$ cat src/rtl/fetch_stage.sv
// Instruction-fetch stage: owns the PC, drives the ROM address and fills the IF/ID register.
// Handles stall, redirect with one-cycle flush, and halts when the PC leaves the ROM.
module fetch_stage #(
   parameter logic [15:0] RESET_PC   = 16'h0000,
   parameter int unsigned IMEM_BYTES = 32
) (
   input  logic        clk,
   input  logic        rst,
   input  logic        stall,
   input  logic        redirect_valid,
   input  logic [15:0] redirect_target,
   output logic [15:0] imem_pc,
   input  logic [15:0] imem_instr,
   output logic        if_id_valid,
   output logic [15:0] if_id_instr,
   output logic [15:0] if_id_pc,
   output logic [15:0] if_id_pc_plus2,
   output logic        halted,
   output logic        misaligned,
   output logic [15:0] fetch_count
);

   localparam int unsigned PC_W    = 16;
   localparam logic [PC_W:0] PC_LIM = (PC_W+1)'(IMEM_BYTES);

   typedef enum logic {
      ST_RUN  = 1'b0,
      ST_HALT = 1'b1
   } state_e;

   state_e          state_q, state_d;
   logic [PC_W-1:0] pc_q, pc_d;
   logic            valid_q, valid_d;
   logic [PC_W-1:0] instr_q, instr_d;
   logic [PC_W-1:0] ifpc_q, ifpc_d;
   logic [PC_W-1:0] ifpc2_q, ifpc2_d;
   logic            halted_q, halted_d;
   logic            mis_q, mis_d;
   logic [PC_W-1:0] cnt_q, cnt_d;
   logic            in_range;

   assign in_range = ({1'b0, pc_q} < PC_LIM);

   // Next-state: redirect beats stall, stall beats the normal state action
   always_comb begin
      state_d  = state_q;
      pc_d     = pc_q;
      valid_d  = valid_q;
      instr_d  = instr_q;
      ifpc_d   = ifpc_q;
      ifpc2_d  = ifpc2_q;
      halted_d = halted_q;
      mis_d    = mis_q;
      cnt_d    = cnt_q;

      if (redirect_valid) begin
         pc_d     = {redirect_target[PC_W-1:1], 1'b0};
         valid_d  = 1'b0;
         state_d  = ST_RUN;
         halted_d = 1'b0;
         if (redirect_target[0]) begin
            mis_d = 1'b1;
         end
      end else begin
         case (state_q)
            ST_RUN: begin
               if (!stall) begin
                  if (in_range) begin
                     valid_d = 1'b1;
                     instr_d = imem_instr;
                     ifpc_d  = pc_q;
                     ifpc2_d = pc_q + PC_W'(2);
                     pc_d    = pc_q + PC_W'(2);
                     if (cnt_q != {PC_W{1'b1}}) begin
                        cnt_d = cnt_q + PC_W'(1);
                     end
                  end else begin
                     state_d  = ST_HALT;
                     halted_d = 1'b1;
                     valid_d  = 1'b0;
                  end
               end
            end
            ST_HALT: begin
               valid_d  = 1'b0;
               halted_d = 1'b1;
            end
            default: begin
               state_d = ST_RUN;
            end
         endcase
      end
   end

   always_ff @(posedge clk) begin
      if (rst) begin
         state_q  <= ST_RUN;
         pc_q     <= RESET_PC;
         valid_q  <= 1'b0;
         instr_q  <= '0;
         ifpc_q   <= '0;
         ifpc2_q  <= '0;
         halted_q <= 1'b0;
         mis_q    <= 1'b0;
         cnt_q    <= '0;
      end else begin
         state_q  <= state_d;
         pc_q     <= pc_d;
         valid_q  <= valid_d;
         instr_q  <= instr_d;
         ifpc_q   <= ifpc_d;
         ifpc2_q  <= ifpc2_d;
         halted_q <= halted_d;
         mis_q    <= mis_d;
         cnt_q    <= cnt_d;
      end
   end

   assign imem_pc        = pc_q;
   assign if_id_valid    = valid_q;
   assign if_id_instr    = instr_q;
   assign if_id_pc       = ifpc_q;
   assign if_id_pc_plus2 = ifpc2_q;
   assign halted         = halted_q;
   assign misaligned     = mis_q;
   assign fetch_count    = cnt_q;

endmodule
$ cat config.mk
export PLATFORM = sky130hd
export DESIGN_NAME = fetch_stage
export DESIGN_NICKNAME = d
export VERILOG_FILES = /design/src/rtl/fetch_stage.sv
export SDC_FILE = /design/constraint.sdc
export NUM_CORES = 1
export LEC_CHECK = 0
export ABC_AREA = 1
export ABC_CLOCK_PERIOD_IN_PS = 2690
export BUFFER_PORTS_ARGS = -buffer_cell sky130_fd_sc_hd__buf_2
export CORE_ASPECT_RATIO = 0.75
export CORE_MARGIN = 4
export CORE_UTILIZATION = 50
export CTS_CLUSTER_SIZE = 24
export DETAILED_ROUTE_END_ITERATION = 8
export GPL_TIMING_DRIVEN = 0
export PLACE_DENSITY_LB_ADDON = 0.2
export SYNTH_ARGS = -nofsm -noshare
export SYNTH_HDL_FRONTEND = slang
export SYNTH_SLANG_ARGS = --single-unit
$ cat constraint.sdc
create_clock -name clk -period 2.69 [get_ports clk]
set_clock_uncertainty 0.05 [all_clocks]
set_input_delay 0.1345 -clock clk [delete_from_list [all_inputs] [get_ports clk]]
set_output_delay 0.1345 -clock clk [all_outputs]
set_load 0.005 [all_outputs]
==> results.sh <==
export IMPL_status="complete, no violations"
export IMPL_rrSetupSlack_ns=0.90
export IMPL_grt_pass1_wl_mm=14.5
export IMPL_layout_commonest_cell="nand2_1"
export IMPL_remaining_drc_errors=0
export IMPL_die_area_um2=7950
export IMPL_pin_count=119
export IMPL_cts_resized_gates=0
export IMPL_post_drt_via_cell_ratio=4.87
export IMPL_cts_root_buf="clkbuf_8"
export IMPL_hold_buffers=27
export IMPL_whs_endpoint="imem_pc[5]"
export IMPL_port_buffers=115
export IMPL_peakVddDrop_uv=372
export IMPL_clock_latency_ns=0.35
export IMPL_drv_cap=0
export IMPL_cts_htree_levels=3
export IMPL_cts_setup_buffers=0
export IMPL_yosys_top_cells_area="dfxtp_1, nand2_1, a21oi_1"
export IMPL_wire_per_inst_um=12.9
export IMPL_first_global_vias=3053
export IMPL_area_growth_pct=35.7
export IMPL_antenna_found_initial=0
export IMPL_drive_gt1_share_pct=25.0
export IMPL_track_usage_pct=23.1
export IMPL_tightest_slew_ns=0.560
export IMPL_setup_viol=0
export IMPL_start_util_pct=51.8
export IMPL_whs_path_depth=3
export IMPL_ctsLongestPathBuffers=2
export IMPL_max_freq_ghz=0.559
export IMPL_crit_type="register to register"
export IMPL_fin_crit_sh_pct=66.5
export IMPL_diodes=0
export IMPL_crit_chain="ha_1 -> nand3_1 -> nor2_1 -> nand2_1 -> nand4_2 -> buf_6 -> nand2_1 -> a21oi_1"
export IMPL_slew_violations=0
export IMPL_final_cell_mix="nand2_1, buf_2, dfxtp_1"
export IMPL_p_leak_nw=2.06
export IMPL_placed_area_um2=3970
export IMPL_clk_pin_slew_worst_paths_ns=0.08
export IMPL_cts_buffers=9
export IMPL_min_from="redirect_target[5]"
export IMPL_cpMaxStageDelayCell="dfxtp_1"
export IMPL_yosysTopAreaCell="dfxtp_1"
export IMPL_first_iter_violations=134
export IMPL_critical_path_max_stage_delay_ns=0.41
export IMPL_cts_tree="done"
export IMPL_synth_top_area_share_pct=49.3
export IMPL_place_hpwl_mm=6.30
export IMPL_vias=3357
export IMPL_layout_nets=641
export IMPL_hold_violations=0
export IMPL_numClockSinks=81
export IMPL_crit_path_max_fanout=10
export IMPL_drtAntennaViolNets=0
export IMPL_core_um2=6350
export IMPL_syn_cell_area_um2=3290
export IMPL_power_density_nw_per_um2=547
export IMPL_fp_row_count=25
export IMPL_seq_area_frac_synth_pct=49.3
export IMPL_grt_ovfl_total=0
export IMPL_cpLargestDelayFamily="simple AND/OR/NAND/NOR gates"
export IMPL_grt_start_max_net_pins=14
export IMPL_end_kind="register"
export IMPL_worstPathArrival_ns=2.01
export IMPL_ys_ff_latch=81
export IMPL_finalSetupTns_ns=0
export IMPL_design_area_um2=4460
export IMPL_crit_buf_inv=1
export IMPL_die_width_um=102
export IMPL_crit_path_start_kind="register"
export IMPL_hold_class="input port to register"
export IMPL_syn_area_per_cell_um2=7.34
export IMPL_synth_warnings=0
export IMPL_synthCells=448
export IMPL_required_ns=2.91
export IMPL_rsz0062_at_grt="no"
export IMPL_path_common_cell="nand2_1"
export IMPL_synth_cell_type_count=24
export IMPL_fp_dieH_um=78.2
export IMPL_reg2reg_from="fetch_count[0]"
export IMPL_rr_endpoint="fetch_count[9]"
export IMPL_firstDrtPassIters=4
export IMPL_wirelength_mm=8.91
export IMPL_max_slew_margin_rel_pct=62.6
export IMPL_gp_congestion=0.926
export IMPL_crit_cells=8
export IMPL_r2r_cells=8
export IMPL_fin_crit_ns=1.79
cells by family (layout without fill, tap and decap cells):
logic type	count (synthesis)	after routing	synth area share (%)
AO/OA/AOI/OAI	64	64	9.74
XOR/XNOR	11	11	2.93
adder cells (fa/ha/maj)	2	2	0.761
buffers and inverters	42	200	6.24
flip-flops	81	81	49.3
other	1	3	0.114
AND/OR/NAND/NOR	247	247	30.9
metrics by stage:
stage          std cells  util, %  setup slack [ns]  power [mW]  hold slack [ns]
2_1_floorplan        450        -              1.20        1.38            0.225
3_3_place_gp         646     62.6             0.944        1.46            0.320
3_5_place_dp         646     62.6             0.927        1.46            0.331
4_1_cts              689     70.3             0.904        2.46          0.00554
5_1_grt              689     70.3             0.661        2.54           0.0147
6_report             689     70.3             0.900        2.44           0.0195
routing by layer:
layer  vias up  GRT usage, %  routed length (um)
met2       124          36.4                4020
met3        17          6.66                 781
met5         -             0                   0
met4         0          7.84                 150
li1       1731             -                   -
met1      1485          30.2                3960
report_power, final:
group / internal (mW) / total (mW) / switching (mW)
combinational: 0.102 / 0.221 / 0.118
clock: 0.547 / 0.977 / 0.430
sequential: 1.22 / 1.24 / 0.0217
total: 1.87 / 2.44 / 0.570
sequential cells by signal, summed over array words and instances (netlist names):
signal / cells
imem_pc: 15
fetch_count: 16
if_id_valid: 1
halted: 1
misaligned: 1
state_q: 1
if_id_pc: 15
if_id_instr: 16
if_id_pc_plus2: 15
worst min-delay path: cells and delay by family:
family          cells  cell delay (ns)
compound gates      2             0.17
buf+inv             1             0.07
cell usage after synthesis (all sizes together):
master / n
or2: 2
nand4: 3
inv: 18
nand3b: 1
nand2: 154
xor2: 5
o21ai: 7
xnor2: 6
a21oi: 57
nor3: 2
buf: 13
nor2: 60
clkbuf: 11
ha: 2
dfxtp: 81
conb: 1
nand3: 25
cell type report:
type / count / area (um2)
flip-flops and latches: 81 / 1620
repair buffers: 142 / 846
fillers: 564 / 1890
well taps: 81 / 101
clock inverters: 5 / 78.8
plain buffers: 24 / 138
clock buffers: 11 / 141
multi-input cells: 327 / 1470
inverters: 18 / 67.6
worst max path at each step:
| stage | startpoint | to | slack, ns |
|---|---|---|---|
| after CTS | fetch_count[0] | fetch_count[9] | 0.90 |
| after detailed placement | fetch_count[0] | fetch_count[2] | 0.93 |
| after global placement | fetch_count[0] | fetch_count[11] | 0.94 |
| after floorplan | fetch_count[0] | fetch_count[2] | 1.20 |
| after global routing | fetch_count[0] | fetch_count[10] | 0.66 |
| final | fetch_count[0] | fetch_count[9] | 0.90 |
No activity file was read; power rests on OpenSTA's default activity.
